[src/rtl/inst_decoder.sv]
// Registered RV32I instruction-field decoder: slices the instruction word,
// classifies its format, builds the sign-extended immediate and the
// register-use / illegal flags, all presented one clock after the input.
module inst_decoder #(
  parameter int WIDTH = 32
) (
  input  logic             clk,
  input  logic             rst_n,
  input  logic [WIDTH-1:0] inst,
  input  logic             in_valid,
  output logic             out_valid,
  output logic [6:0]       opcode,
  output logic [4:0]       rd,
  output logic [2:0]       func3,
  output logic [4:0]       rs1,
  output logic [4:0]       rs2,
  output logic [6:0]       func7,
  output logic [4:0]       shamt,
  output logic [2:0]       fmt,
  output logic [31:0]      imm,
  output logic             use_rs1,
  output logic             use_rs2,
  output logic             wr_rd,
  output logic             illegal
);

  localparam logic [6:0] OP_LUI    = 7'b0110111;
  localparam logic [6:0] OP_AUIPC  = 7'b0010111;
  localparam logic [6:0] OP_JAL    = 7'b1101111;
  localparam logic [6:0] OP_JALR   = 7'b1100111;
  localparam logic [6:0] OP_LOAD   = 7'b0000011;
  localparam logic [6:0] OP_IMM    = 7'b0010011;
  localparam logic [6:0] OP_FENCE  = 7'b0001111;
  localparam logic [6:0] OP_SYSTEM = 7'b1110011;
  localparam logic [6:0] OP_BRANCH = 7'b1100011;
  localparam logic [6:0] OP_STORE  = 7'b0100011;
  localparam logic [6:0] OP_OP     = 7'b0110011;

  localparam logic [2:0] FMT_R   = 3'd0;
  localparam logic [2:0] FMT_I   = 3'd1;
  localparam logic [2:0] FMT_S   = 3'd2;
  localparam logic [2:0] FMT_B   = 3'd3;
  localparam logic [2:0] FMT_U   = 3'd4;
  localparam logic [2:0] FMT_J   = 3'd5;
  localparam logic [2:0] FMT_INV = 3'd7;

  logic [31:0] i;
  logic [6:0]  f7;
  logic [2:0]  f3;
  logic [2:0]  fmt_d;
  logic [31:0] imm_d;
  logic        ill_d, rs1_d, rs2_d, wr_d;

  logic        out_valid_q;
  logic [31:0] inst_q;
  logic [2:0]  fmt_q;
  logic [31:0] imm_q;
  logic        ill_q, rs1_q, rs2_q, wr_q;

  assign i  = inst[31:0];
  assign f7 = i[31:25];
  assign f3 = i[14:12];

  // Format class, immediate and control flags from the raw word.
  always_comb begin
    fmt_d = FMT_INV;
    ill_d = 1'b0;
    imm_d = '0;
    case (i[6:0])
      OP_LUI, OP_AUIPC:                             fmt_d = FMT_U;
      OP_JAL:                                       fmt_d = FMT_J;
      OP_JALR, OP_LOAD, OP_IMM, OP_FENCE, OP_SYSTEM: fmt_d = FMT_I;
      OP_BRANCH:                                    fmt_d = FMT_B;
      OP_STORE:                                     fmt_d = FMT_S;
      OP_OP:                                        fmt_d = FMT_R;
      default:                                      fmt_d = FMT_INV;
    endcase
    // Shift encodings only allow the SRL/SRA distinguishing bit in func7.
    if (fmt_d == FMT_INV || i[1:0] != 2'b11) ill_d = 1'b1;
    if (i[6:0] == OP_IMM && f3 == 3'b001 && f7 != 7'h00) ill_d = 1'b1;
    if (i[6:0] == OP_IMM && f3 == 3'b101 && f7 != 7'h00 && f7 != 7'h20) ill_d = 1'b1;
    if (i[6:0] == OP_OP && f7 != 7'h00 && f7 != 7'h20) ill_d = 1'b1;
    case (fmt_d)
      FMT_I:   imm_d = {{20{i[31]}}, i[31:20]};
      FMT_S:   imm_d = {{20{i[31]}}, i[31:25], i[11:7]};
      FMT_B:   imm_d = {{19{i[31]}}, i[31], i[7], i[30:25], i[11:8], 1'b0};
      FMT_U:   imm_d = {i[31:12], 12'b0};
      FMT_J:   imm_d = {{11{i[31]}}, i[31], i[19:12], i[20], i[30:21], 1'b0};
      default: imm_d = '0;
    endcase
    rs1_d = !ill_d && (fmt_d == FMT_R || fmt_d == FMT_I || fmt_d == FMT_S || fmt_d == FMT_B);
    rs2_d = !ill_d && (fmt_d == FMT_R || fmt_d == FMT_S || fmt_d == FMT_B);
    wr_d  = !ill_d && fmt_d != FMT_S && fmt_d != FMT_B && i[11:7] != 5'd0;
  end

  // Output stage: capture on in_valid, otherwise hold everything but valid.
  always_ff @(posedge clk or negedge rst_n) begin
    if (!rst_n) begin
      out_valid_q <= 1'b0;
      inst_q      <= '0;
      fmt_q       <= '0;
      imm_q       <= '0;
      ill_q       <= 1'b0;
      rs1_q       <= 1'b0;
      rs2_q       <= 1'b0;
      wr_q        <= 1'b0;
    end else begin
      out_valid_q <= in_valid;
      if (in_valid) begin
        inst_q <= i;
        fmt_q  <= fmt_d;
        imm_q  <= imm_d;
        ill_q  <= ill_d;
        rs1_q  <= rs1_d;
        rs2_q  <= rs2_d;
        wr_q   <= wr_d;
      end
    end
  end

  // Field slices come straight from the captured word.
  assign out_valid = out_valid_q;
  assign opcode    = inst_q[6:0];
  assign rd        = inst_q[11:7];
  assign func3     = inst_q[14:12];
  assign rs1       = inst_q[19:15];
  assign rs2       = inst_q[24:20];
  assign func7     = inst_q[31:25];
  assign shamt     = inst_q[24:20];
  assign fmt       = fmt_q;
  assign imm       = imm_q;
  assign use_rs1   = rs1_q;
  assign use_rs2   = rs2_q;
  assign wr_rd     = wr_q;
  assign illegal   = ill_q;

endmodule

[config.mk]
export PLATFORM = sky130hd
export DESIGN_NAME = inst_decoder
export DESIGN_NICKNAME = d
export VERILOG_FILES = /design/src/rtl/inst_decoder.sv
export SDC_FILE = /design/constraint.sdc
export NUM_CORES = 1
export LEC_CHECK = 0
export CAP_MARGIN = 20
export CORE_MARGIN = 2
export CORE_UTILIZATION = 45
export DETAILED_ROUTE_END_ITERATION = 6
export PLACE_DENSITY = 0.79
export SLEW_MARGIN = 20
export SYNTH_ARGS = -nofsm -noshare
export SYNTH_HDL_FRONTEND = slang
export SYNTH_SLANG_ARGS = --single-unit
[constraint.sdc]
create_clock -name clk -period 1.4 [get_ports clk]
set_clock_uncertainty 0.2 [all_clocks]
set_input_delay 0.21 -clock clk [delete_from_list [all_inputs] [get_ports clk]]
set_output_delay 0.21 -clock clk [all_outputs]
set_load 0.01 [all_outputs]
==> results of run 1 <==
[layout by cell type, fill, tap and decap left out, types with 2 or more instances in the layout]
cell and count:
sky130_fd_sc_hd__dfrtp_1 72, sky130_fd_sc_hd__clkdlybuf4s50_1 21, sky130_fd_sc_hd__or3b_4 2, sky130_fd_sc_hd__nor4_4 3
sky130_fd_sc_hd__dlygate4sd3_1 2, sky130_fd_sc_hd__mux2_2 26, sky130_fd_sc_hd__buf_12 4, sky130_fd_sc_hd__dlygate4sd2_1 2
sky130_fd_sc_hd__o32ai_2 2, sky130_fd_sc_hd__a21oi_4 2, sky130_fd_sc_hd__clkbuf_8 9, sky130_fd_sc_hd__clkbuf_2 36
sky130_fd_sc_hd__a21oi_1 14, sky130_fd_sc_hd__a211oi_2 2, sky130_fd_sc_hd__nand3_1 3, sky130_fd_sc_hd__buf_8 2
sky130_fd_sc_hd__and3_1 4, sky130_fd_sc_hd__inv_6 2, sky130_fd_sc_hd__nand2_1 11, sky130_fd_sc_hd__buf_4 78
sky130_fd_sc_hd__a2bb2oi_1 3, sky130_fd_sc_hd__a21o_1 2, sky130_fd_sc_hd__or2_4 3, sky130_fd_sc_hd__nand2_2 6
sky130_fd_sc_hd__o21ai_1 3, sky130_fd_sc_hd__o221ai_2 5, sky130_fd_sc_hd__buf_6 13, sky130_fd_sc_hd__a221o_1 3
sky130_fd_sc_hd__nor2_1 8, sky130_fd_sc_hd__clkinv_4 3, sky130_fd_sc_hd__buf_2 43, sky130_fd_sc_hd__a21oi_2 4
sky130_fd_sc_hd__o2bb2ai_2 12, sky130_fd_sc_hd__a22o_1 8, sky130_fd_sc_hd__o21ai_0 9, sky130_fd_sc_hd__inv_2 2
sky130_fd_sc_hd__nand2b_1 4, sky130_fd_sc_hd__inv_1 18
[what timing repair did]
item	in CTS	in global routing
pin swaps	19	17
resized for setup	289	90
setup endpoints to repair	115	97
cloned	2	0
buffers inserted	21	7
hold buffers	2	0
hold endpoints to repair	74	0
[metal layers]
metal / vias up / track usage (%) / share of wire (%)
met5: - / 0 / 0
met4: 0 / 10.2 / 2.3
met3: 18 / 8.02 / 7.0
met2: 123 / 42.0 / 48
met1: 1519 / 35.2 / 43
li1: 1406 / - / -
[stage by stage]
step / std cells / setup slack (ps) / hold WS (ps)
final: 574 / -204 / 35.2
after global routing: 574 / -270 / 27.8
after CTS: 567 / -213 / 12.3
after detailed placement: 526 / -970 / 51.9
after global placement: 526 / -934 / 47.6
after floorplan: 282 / -385 / -286
[how the worst max path moves through the flow]
stage	start	endpoint	slack [ps]	depth (start not counted)
after detailed placement	inst[5]	imm[21]	-970	7
after floorplan	inst[31]	wr_rd	-390	5
after global routing	inst[28]	wr_rd	-270	6
after CTS	inst[29]	wr_rd	-210	6
after global placement	inst[31]	wr_rd	-930	6
final	inst[30]	use_rs1	-200	7
[logic make-up (layout without fill, tap and decap cells)]
kind of cell,after synthesis,after routing,synth area share (%)
simple gates,57,58,9.47
compound gates,82,82,18.9
buf+inv,44,239,6.19
xor+xnor,1,1,0.273
flops,72,72,56.1
mux,26,26,9.12
[power groups by stage]
| stage | Clock [mW] | Sequential (mW) | Combinational (mW) |
|---|---|---|---|
| detailed placement | 0 | 2.29 | 0.935 |
| global route | 1.82 | 2.26 | 1.00 |
| CTS | 1.71 | 2.25 | 0.930 |
| global placement | 0 | 2.29 | 0.922 |
| floorplan | 0 | 2.34 | 0.299 |
| finish | 1.69 | 2.25 | 0.929 |
[final cells by class]
cell class              count  area, um2
flip-flops and latches     72       1800
fillers                   467       1640
multi-input cells         167       1530
repair buffers            203       1500
clock buffers               9        124
well taps                  96        120
clock inverters             7       78.8
inverters                  20       75.1
[sequential cells by signal, summed over array words and instances (netlist names)]
signal,cells
wr_rd,1
use_rs2,1
fmt,3
use_rs1,1
imm,32
out_valid,1
illegal,1
inst_q,32
[worst reg2reg max path, delay by kind of cell (launching register included)]
kind | cells | cell delay, ps
DFF | 1 | 390
buffers and inverters | 1 | 130
AOI/OAI and AO/OA | 1 | 320
==> results.md, run 1 <==
- Outcome: complete, but fails checks
- Violations in the final reports: setup timing
- Post-synthesis cell type with the largest combined area: sky130_fd_sc_hd__dfrtp_1
- Required time reported for the critical path endpoint: 1450 ps
- Gate count after technology mapping: 282
- Clock latency on the worst-skew pair: 350 ps
- Buffers on Ports: 111
- # DRC: 0
- Share of cells above drive strength 1: 57.3%
- Final Routed Wirelength: 10000 um
- Worst Min Path Start: inst[28]
- Leakage Power: 2.51 nW
- Worst setup margin: -204 ps
- Slowest cell on the critical path: sky130_fd_sc_hd__clkdlybuf4s50_1
- Endpoint of the worst hold-timing path: imm[8]
- Root buffer cell: sky130_fd_sc_hd__clkbuf_8
- WL/cell: 17.5 um
- Most common flop cell mapped by yosys: sky130_fd_sc_hd__dfrtp_1
- Net switching power: 1.37 mW
- Maximum capacitance violations: 0
- Number of buffer and inverter stages on the critical path: 2
- Switching part of the total power: 28.1%
- Number of diodes added for antenna fixing: 0
- Placeable Area: 0.00687 mm2
- Number of synthesized flops with an enable pin: 0
- Leading cell types by total area after synthesis: sky130_fd_sc_hd__dfrtp_1 56%, sky130_fd_sc_hd__mux2_2 9.1%, sky130_fd_sc_hd__o2bb2ai_1 3.8%
- Initial core utilization: 46.8%
- Number of cells on the worst hold path: 3
- Fin Setup TNS: -1650 ps
- Drt first pass iters: 4
- Post-CTS clock slew at the launch and capture registers of the worst setup and hold paths: 90 ps
- Hold/Removal Path Class: in2reg
- Distinct cells, synth: 48
- Internal power component: 3.50 mW
- Largest net degree at the start of global routing: 73
- Post-synthesis sequential area ratio: 56.1%
- Number of global-route vias before repair: 3082
- Family of cells with the greatest summed delay on the critical path: simple AND/OR/NAND/NOR gates
- Mean cell area of the mapped netlist: 11.4 um2
- Post-route total power: 4.87 mW
- Standard cell area after detailed placement: 0.00491 mm2
- Synthesis-to-layout area growth: 62.9%
- Setup repair after global routing missed its margin: true
- Max-slew violation count: 0
- Proportion of power drawn by the clock network: 34.7%
- Via count normalized by instance count: 5.34
- Length in cells of the worst reg-to-reg path: 2
- Crit path time final: 1600 ps
- Nature of the critical path endpoint: register
- Netlist area before placement: 0.00321 mm2
- Endpoints failing hold: 0
- TritonCTS Sinks: 72
- Top cell type's share of synthesized area: 56.1%
- Y dimension of the die: 88.5 um
- Number of levels in the clock H-tree: 3
- CTS tree: done
- Part of the power in registers: 46.2%
- Post-layout utilization of the core: 76.2%
- Placed wire-length estimate after detailed placement: 6700 um
- Routability congestion estimate from global placement: 0.910
- Critical Path AT: 1650 ps
- Register-to-register path setup slack: 240 ps
- Synth async-reset ratio: 100%
- Top-count cell post-synth: sky130_fd_sc_hd__dfrtp_1
- Startpoint types: primary input
- Achievable clock frequency: 0.623 GHz
- Slowest cell delay on critical path: 490 ps
- Top post-synthesis cells by count: 72 x sky130_fd_sc_hd__dfrtp_1, 26 x sky130_fd_sc_hd__mux2_2, 20 x sky130_fd_sc_hd__a21oi_1, 19 x sky130_fd_sc_hd__inv_1, 17 x sky130_fd_sc_hd__nand2_1
- Post-Syn Nets: 317
- Combinational Power Share: 19.1%
- Maximum ir drop on the vdd rail: 0.571 mV
- Vias post-DR: 3066
- Global-route congestion overflow total: 0
- Number of warnings reported in the yosys synthesis log: 0
- I/O pin count: 112
- Die outline width: 88.5 um
- Antenna violations before repair: 0
- Wire length of the first global-routing pass: 15700 um
- Number of standard-cell rows in the floorplan: 30
- Number of flip-flops and latches in the synthesized netlist: 72
- Initial DRC count: 173
- Largest fanout on the critical path: 4
- Final setup violation count: 25
- Relative slew slack: 74.5%
- Summed area of non-filler cells in the final layout: 0.00523 mm2
- DIE AREA: 0.00783 mm2
- Final Cycle Share: 115%
- DRT antenna net count: 0
- Crit Path Class: in2reg
- Clock tree buffer depth: 2
- Global-route usage over all layers: 26.8%
- Cell chain of the critical path: clkdlybuf4s50_1 > nor3b_2 > nor4_4 > nor4b_1 > or2_4 > buf_4 > o2bb2ai_2
- Worst reg2reg path startpoint: imm[3]
- R2r endpoint: imm[3]
- Power density over cell area: 930 mW/mm2
- Slew at the pin with the worst max-slew slack: 383 ps
- Number of nets at the end of the flow: 508
- Total clock buffers created by CTS: 9
Note: power is estimated with default switching activity, not from simulation.
==> run 2: changes to the inputs <==
--- a/config.mk
+++ b/config.mk
@@ -9,8 +9,8 @@
 export CORE_MARGIN = 2
 export CORE_UTILIZATION = 45
 export DETAILED_ROUTE_END_ITERATION = 6
-export PLACE_DENSITY = 0.79
-export SLEW_MARGIN = 20
+export PLACE_DENSITY = 0.81
+export SLEW_MARGIN = 15
 export SYNTH_ARGS = -nofsm -noshare
 export SYNTH_HDL_FRONTEND = slang
 export SYNTH_SLANG_ARGS = --single-unit
==> run 2 against run 1 <==
  * Final cell count shrank 0.87%
  * Die area is the same
  * Routed wire length grew 4.3%
  * Highest routed layer unchanged
  * Critical path type unchanged
  * Final area grew 0.43%
  * Combinational power shrank 1%
  * Power shrank 4.6%
  * The run still ends with setup timing left
  * Via count grew 0.26%
  * Sequential share of layout area shrank 0.15 points
  * Utilization grew 0.33 points
  * Clock power shrank 13%
  * Worst setup slack gained 83 ps
  * Count of clock-buffer cells in the layout grew 1
==> results.md, run 2 (synthesis gave the netlist of run 1 again) <==
- Combinational Power Share: 19.8% (+0.7 points)
- Standard cell area after detailed placement: 0.00486 mm2 (-0.97%)
- Crit path time final: 1520 ps (-82.6 ps)
- # DRC: 0 (unchanged)
- Most frequent standard cell in the layout excluding fill and tap cells: sky130_fd_sc_hd__buf_4
- Number of standard-cell rows in the floorplan: 30 (unchanged)
- Placeable Area: 0.00687 mm2 (unchanged)
- Final Routed Wirelength: 10500 um (+4.3%)
- Proportion of power drawn by the clock network: 31.6% (-3.1 points)
- Relative slew slack: 74.0% (-0.42 points)
- Crit Path Class: in2reg
- Internal power component: 3.30 mW (-5.9%)
- DRT antenna net count: 0 (unchanged)
- Endpoints failing hold: 0 (unchanged)
- Number of diodes added for antenna fixing: 0 (unchanged)
- Final setup violation count: 25 (unchanged)
- Critical Path AT: 1570 ps (-80 ps)
- Combined flip-flop and latch cell area: 0.00180 mm2 (unchanged)
- Via count normalized by instance count: 5.40 (+1.1%)
- Antenna violations before repair: 0 (unchanged)
- Largest net degree at the start of global routing: 29 (-60%)
- Die outline width: 88.5 um (unchanged)
- Final instance count without filler cells: 569 (-0.87%)
- Leakage Power: 2.49 nW (-1.1%)
- Max-slew violation count: 0 (unchanged)
- Part of the power in registers: 48.5% (+2.3 points)
- Largest fanout on the critical path: 4 (unchanged)
- Final Cycle Share: 109% (-5.9 points)
- Leading cell types in the layout, fill and taps excluded: 78 x sky130_fd_sc_hd__buf_4, 72 x sky130_fd_sc_hd__dfrtp_1, 48 x sky130_fd_sc_hd__clkbuf_2
- Detailed route wirelength on metal3: 658 um (-6.0%)
- Total clock buffers created by CTS: 9 (unchanged)
- Number of nets at the end of the flow: 503 (-0.98%)
- Routability congestion estimate from global placement: 0.886 (-2.6%)
- Setup repair after global routing missed its margin: true
- Slew at the pin with the worst max-slew slack: 389 ps (+5.79 ps)
- Fin Setup TNS: -1440 ps (+207 ps)
- Synthesis-to-layout area growth: 63.6%
- Clock tree buffer depth: 2 (unchanged)
- Summed area of non-filler cells in the final layout: 0.00525 mm2 (+0.43%)
- Dpl cells: 523 (-0.57%)
- Global-route congestion overflow total: 0 (unchanged)
- Buffers on Ports: 111 (unchanged)
- Area of combinational cells with multiple inputs: 0.00159 mm2 (+3.8%)
- Net switching power: 1.35 mW (-1.2%)
- Number of filler cells placed in the layout: 457 (-2.1%)
- DIE AREA: 0.00783 mm2 (unchanged)
- Maximum capacitance violations: 0 (unchanged)
- Violations in the final reports: setup timing
- Initial DRC count: 257 (+49%)
- Hold/Removal Path Class: in2reg
- Root buffer cell: sky130_fd_sc_hd__clkbuf_8
- WL/cell: 18.4 um (+5.2%)
- Post-route total power: 4.65 mW (-4.6%)
- Wire length of the first global-routing pass: 16400 um (+4.0%)
- Drt first pass iters: 4 (unchanged)
- Startpoint types: primary input
- M1 wire length: 4370 um (+1.3%)
- Post-CTS clock slew at the launch and capture registers of the worst setup and hold paths: 80 ps (about the same)
- Length of routed met2 wiring: 5260 um (+9.8%)
- Required time reported for the critical path endpoint: 1450 ps (about the same)
- Y dimension of the die: 88.5 um (unchanged)
- Power density over cell area: 884 mW/mm2 (-5.0%)
- Number of levels in the clock H-tree: 3 (unchanged)
- Switching part of the total power: 29.0% (+0.98 points)
- Initial core utilization: 46.8% (unchanged)
- Top Layer Used: met4
- TritonCTS Sinks: 72 (unchanged)
- Placed wire-length estimate after detailed placement: 6890 um (+2.8%)
- Worst setup margin: -121 ps (+82.6 ps)
- Clock latency on the worst-skew pair: 340 ps (about the same)
- Global-route usage over all layers: 27.2% (+0.41 points)
- Outcome: complete, but fails checks
- Achievable clock frequency: 0.657 GHz (+5.4%)
- Vias post-DR: 3074 (+0.26%)
- CTS tree: done
- Maximum ir drop on the vdd rail: 0.619 mV (+8.4%)
- Share of cells above drive strength 1: 55.8% (-1.5 points)
- Nature of the critical path endpoint: register
- Number of global-route vias before repair: 3181 (+3.2%)
- Post-layout utilization of the core: 76.5% (+0.33 points)
- I/O pin count: 112 (unchanged)
[run 2: changes by cell type in the layout (fill, tap and decap cells not counted), moves of 4 or more]
cell,delta
sky130_fd_sc_hd__buf_2,-22
sky130_fd_sc_hd__buf_6,-4
sky130_fd_sc_hd__clkbuf_2,+12
sky130_fd_sc_hd__clkdlybuf4s15_1,+9
sky130_fd_sc_hd__clkdlybuf4s15_2,+4
[run 2: layout make-up]
type | instances | share of cell area (%)
Inverter | 20 | 1.43
Sequential cell | 72 | 34.3
Timing Repair Buffer | 198 | 28.5
Clock buffer | 10 | 2.43
Tap cell | 96 | 2.29
Multi-Input combinational cell | 167 | 30.2
Clock inverter | 6 | 0.857
[run 2: critical path: stages]
cell and delay [ps]:
sky130_fd_sc_hd__buf_6 90, sky130_fd_sc_hd__or4_4 540, sky130_fd_sc_hd__nor4_4 170, sky130_fd_sc_hd__nor4b_2 80, sky130_fd_sc_hd__or2_4 280, sky130_fd_sc_hd__o32ai_2 190
[run 2: power by group through the flow]
stage	combinational (mW)	sequential [mW]	clock, mW
floorplan	0.299	2.34	0
global placement	0.901	2.29	0
detailed placement	0.917	2.29	0
finish	0.920	2.25	1.47
global route	0.988	2.27	1.57
CTS	0.928	2.25	1.48
[run 2: routing by layer]
layer	track usage, %	vias up
li1	-	1393
met1	36.1	1543
met2	45.7	119
met3	5.41	19
met4	7.30	0
met5	0	-
[run 2: path summary, 6_finish.rpt]
kind                               start         end  slack (ps)  cells past startpoint
worst max register to register    imm[4]      imm[4]         200                      2
worst min register to register    imm[0]      imm[0]         290                      1
max in group asynchronous          rst_n   inst_q[3]         420                      3
worst min-delay path            inst[31]  inst_q[31]          80                      3
worst max-delay path            inst[25]       wr_rd        -120                      6
min in group asynchronous          rst_n  inst_q[13]         100                      2
[run 2: timing repair]
item                                    CTS  global route
hold buffers                              3             0
pin swaps                                23            12
gates cloned                              1             0
endpoints found under the setup margin  115            95
setup buffers                            22             6
endpoints found under the hold margin    75             0
resized for setup                       272            85
[run 2: metrics by stage]
stage	hold WS (ps)	setup WS, ps
2_1_floorplan	-286	-385
3_3_place_gp	-70.9	-1020
3_5_place_dp	-68.4	-1020
4_1_cts	64.5	-121
5_1_grt	84.2	-158
6_report	76.1	-121
==> run 3: changes to the inputs <==
--- a/config.mk
+++ b/config.mk
@@ -6,7 +6,6 @@
 export NUM_CORES = 1
 export LEC_CHECK = 0
 export CAP_MARGIN = 20
-export CORE_MARGIN = 2
 export CORE_UTILIZATION = 45
 export DETAILED_ROUTE_END_ITERATION = 6
 export PLACE_DENSITY = 0.81
==> run 3 against run 2 <==
  * The run still ends with setup timing left
  * Final cell count up 2.5%
  * Sequential cell count unchanged
  * Count of clock-buffer cells in the layout unchanged
  * Routed wire length up 6.1%
  * Worst setup slack worse by 110 ps
  * Via count up 4.0%
==> results.md, run 3 (synthesis gave the netlist of run 1 again) <==
- TritonCTS Sinks: 72 (unchanged)
- Leakage Power: 2.55 nW (+2.6%)
- Final Routed Wirelength: 11100 um (+6.1%)
- Initial DRC count: 153 (-40%)
- Endpoints failing hold: 0 (unchanged)
- Drt first pass iters: 4 (unchanged)
- Maximum capacitance violations: 0 (unchanged)
- Power density over cell area: 903 mW/mm2 (+2.2%)
- Relative slew slack: 74.6% (+0.57 points)
- Largest net degree at the start of global routing: 73 (+150%)
- Violations in the final reports: setup timing
- Number of nets at the end of the flow: 517 (+2.8%)
- Synthesis-to-layout area growth: 68.8%
- # DRC: 0 (unchanged)
- CTS tree: done
- Slowest cell on the critical path: sky130_fd_sc_hd__or4_4
- Buffers on Ports: 111 (unchanged)
- Y dimension of the die: 86.5 um (-2.3%)
- Total clock buffers created by CTS: 9 (unchanged)
- Global-route congestion overflow total: 0 (unchanged)
- Largest fanout on the critical path: 4 (unchanged)
- Achievable clock frequency: 0.612 GHz (-6.9%)
- I/O pin count: 112 (unchanged)
- Critical Path AT: 1680 ps (+110 ps)
- Number of standard-cell rows in the floorplan: 30 (unchanged)
- Worst hold slack after final layout: 36.4 ps (-39.7 ps)
- Leading cell types in the layout, fill and taps excluded: 83 x sky130_fd_sc_hd__buf_4, 72 x sky130_fd_sc_hd__dfrtp_1, 36 x sky130_fd_sc_hd__clkbuf_2
- Antenna violations before repair: 0 (unchanged)
- Root buffer cell: sky130_fd_sc_hd__clkbuf_8
- Family of cells with the greatest summed delay on the critical path: simple AND/OR/NAND/NOR gates
- Setup repair after global routing missed its margin: true
- Crit path time final: 1630 ps (+113 ps)
- Die outline width: 86.5 um (-2.3%)
- Placed wire-length estimate after detailed placement: 6500 um (-5.8%)
- Nature of the critical path endpoint: register
- Vias post-DR: 3197 (+4.0%)
- Wire length of the first global-routing pass: 16600 um (+1.2%)
- Final Cycle Share: 117% (+8.1 points)
- Number of diodes added for antenna fixing: 0 (unchanged)
- DRT antenna net count: 0 (unchanged)
- Crit Path Class: in2reg
- Clock tree buffer depth: 2 (unchanged)
- DIE AREA: 0.00748 mm2 (-4.5%)
- Post-CTS clock slew at the launch and capture registers of the worst setup and hold paths: 80 ps (about the same)
- Number of global-route vias before repair: 3345 (+5.2%)
- Maximum ir drop on the vdd rail: 1.07 mV (+73%)
- Post-layout utilization of the core: 79.4% (+2.9 points)
- Number of buffer and inverter stages on the critical path: 1 (unchanged)
- Cell chain of the critical path: buf_6 > or4_4 > nor4_4 > nor4b_2 > or2_4 > o22a_1
- Routability congestion estimate from global placement: 0.877 (-1.1%)
- Slew at the pin with the worst max-slew slack: 381 ps (-8.02 ps)
- Most frequent standard cell in the layout excluding fill and tap cells: sky130_fd_sc_hd__buf_4
- Placeable Area: 0.00683 mm2 (-0.55%)
- Number of filler cells placed in the layout: 432 (-5.5%)
- Final setup violation count: 34 (+36%)
- Global-route usage over all layers: 29.4% (+2.2 points)
- Worst setup margin: -235 ps (-113 ps)
- Startpoint types: primary input
- Initial core utilization: 47.0% (+0.26 points)
- Number of levels in the clock H-tree: 3 (unchanged)
- Slowest cell delay on critical path: 540 ps (about the same)
- Hold/Removal Path Class: in2reg
- Share of cells above drive strength 1: 56.9% (+1.1 points)
- Via count normalized by instance count: 5.48 (+1.5%)
- Max-slew violation count: 0 (unchanged)
- Clock latency on the worst-skew pair: 360 ps (+20 ps)
- Required time reported for the critical path endpoint: 1440 ps (about the same)
- WL/cell: 19.1 um (+3.5%)
- Outcome: complete, but fails checks
[run 3: cell count changes in the layout (fill, tap and decap cells not counted), moves of 3 or more]
cell / before / now
sky130_fd_sc_hd__o2bb2ai_4: 3 / 0
sky130_fd_sc_hd__clkbuf_2: 48 / 36
sky130_fd_sc_hd__buf_6: 9 / 14
sky130_fd_sc_hd__buf_4: 78 / 83
sky130_fd_sc_hd__a21oi_2: 7 / 11
sky130_fd_sc_hd__buf_2: 21 / 29
sky130_fd_sc_hd__o2bb2ai_2: 9 / 12
sky130_fd_sc_hd__a21oi_1: 12 / 8
sky130_fd_sc_hd__clkdlybuf4s15_1: 10 / 14
[run 3: tightest hold or removal path, cell delays in order]
cell,delay (ps)
sky130_fd_sc_hd__buf_2,110
sky130_fd_sc_hd__buf_4,130
sky130_fd_sc_hd__a22o_1,110
[run 3: final timing paths]
kind	startpoint	to	slack, ps	depth (start not counted)
worst min-delay path	inst[28]	imm[8]	40	3
worst max register to register	imm[6]	imm[6]	230	3
max in group asynchronous	rst_n	inst_q[5]	500	3
worst min register to register	imm[29]	imm[29]	300	1
worst max-delay path	inst[25]	illegal	-230	6
min in group asynchronous	rst_n	inst_q[18]	190	3
[run 3: power by group]
part	switching, mW	total (mW)	internal [mW]
Sequential	0.0655	2.26	2.19
Clock	0.818	1.65	0.832
Combinational	0.492	0.993	0.502
Total	1.38	4.90	3.52
[run 3: final cells by class]
class	instances	area, um2	area share (%)
sequential	72	1800	33.2
clock inverter	6	68.8	1.27
tap	96	120	2.22
timing repair buffer	212	1630	30.1
clock buffer	10	128	2.35
multi-input combinational	167	1600	29.4
inverter	20	75.1	1.38
[run 3: timing repair]
| action | CTS | global route |
|---|---|---|
| pin swaps | 23 | 12 |
| cloned | 1 | 2 |
| resized for setup | 284 | 78 |
| hold endpoints to repair | 76 | 0 |
| hold buffers | 5 | 0 |
| endpoints found under the setup margin | 115 | 91 |
| setup buffers | 34 | 6 |
[run 3: metrics by stage]
| stage | power [mW] | setup TNS, ps | instances | cell area, um2 | worst slack [ps] |
|---|---|---|---|---|---|
| 2_1_floorplan | 2.64 | -9450 | 282 | 3330 | -385 |
| 3_3_place_gp | 3.19 | -32890 | 520 | 4840 | -984 |
| 6_report | 4.90 | -2760 | 583 | 5420 | -235 |
| 3_5_place_dp | 3.21 | -34150 | 520 | 4840 | -1100 |
| 4_1_cts | 4.87 | -1860 | 576 | 5510 | -169 |
| 5_1_grt | 5.07 | -4160 | 583 | 5420 | -250 |
[run 3: routing by layer]
metal | track usage (%) | up-vias | routed length, um
met3 | 6.86 | 34 | 718
met1 | 35.3 | 1593 | 4480
li1 | - | 1423 | -
met2 | 50.1 | 147 | 5530
met4 | 14.1 | 0 | 373
met5 | 0 | - | 0
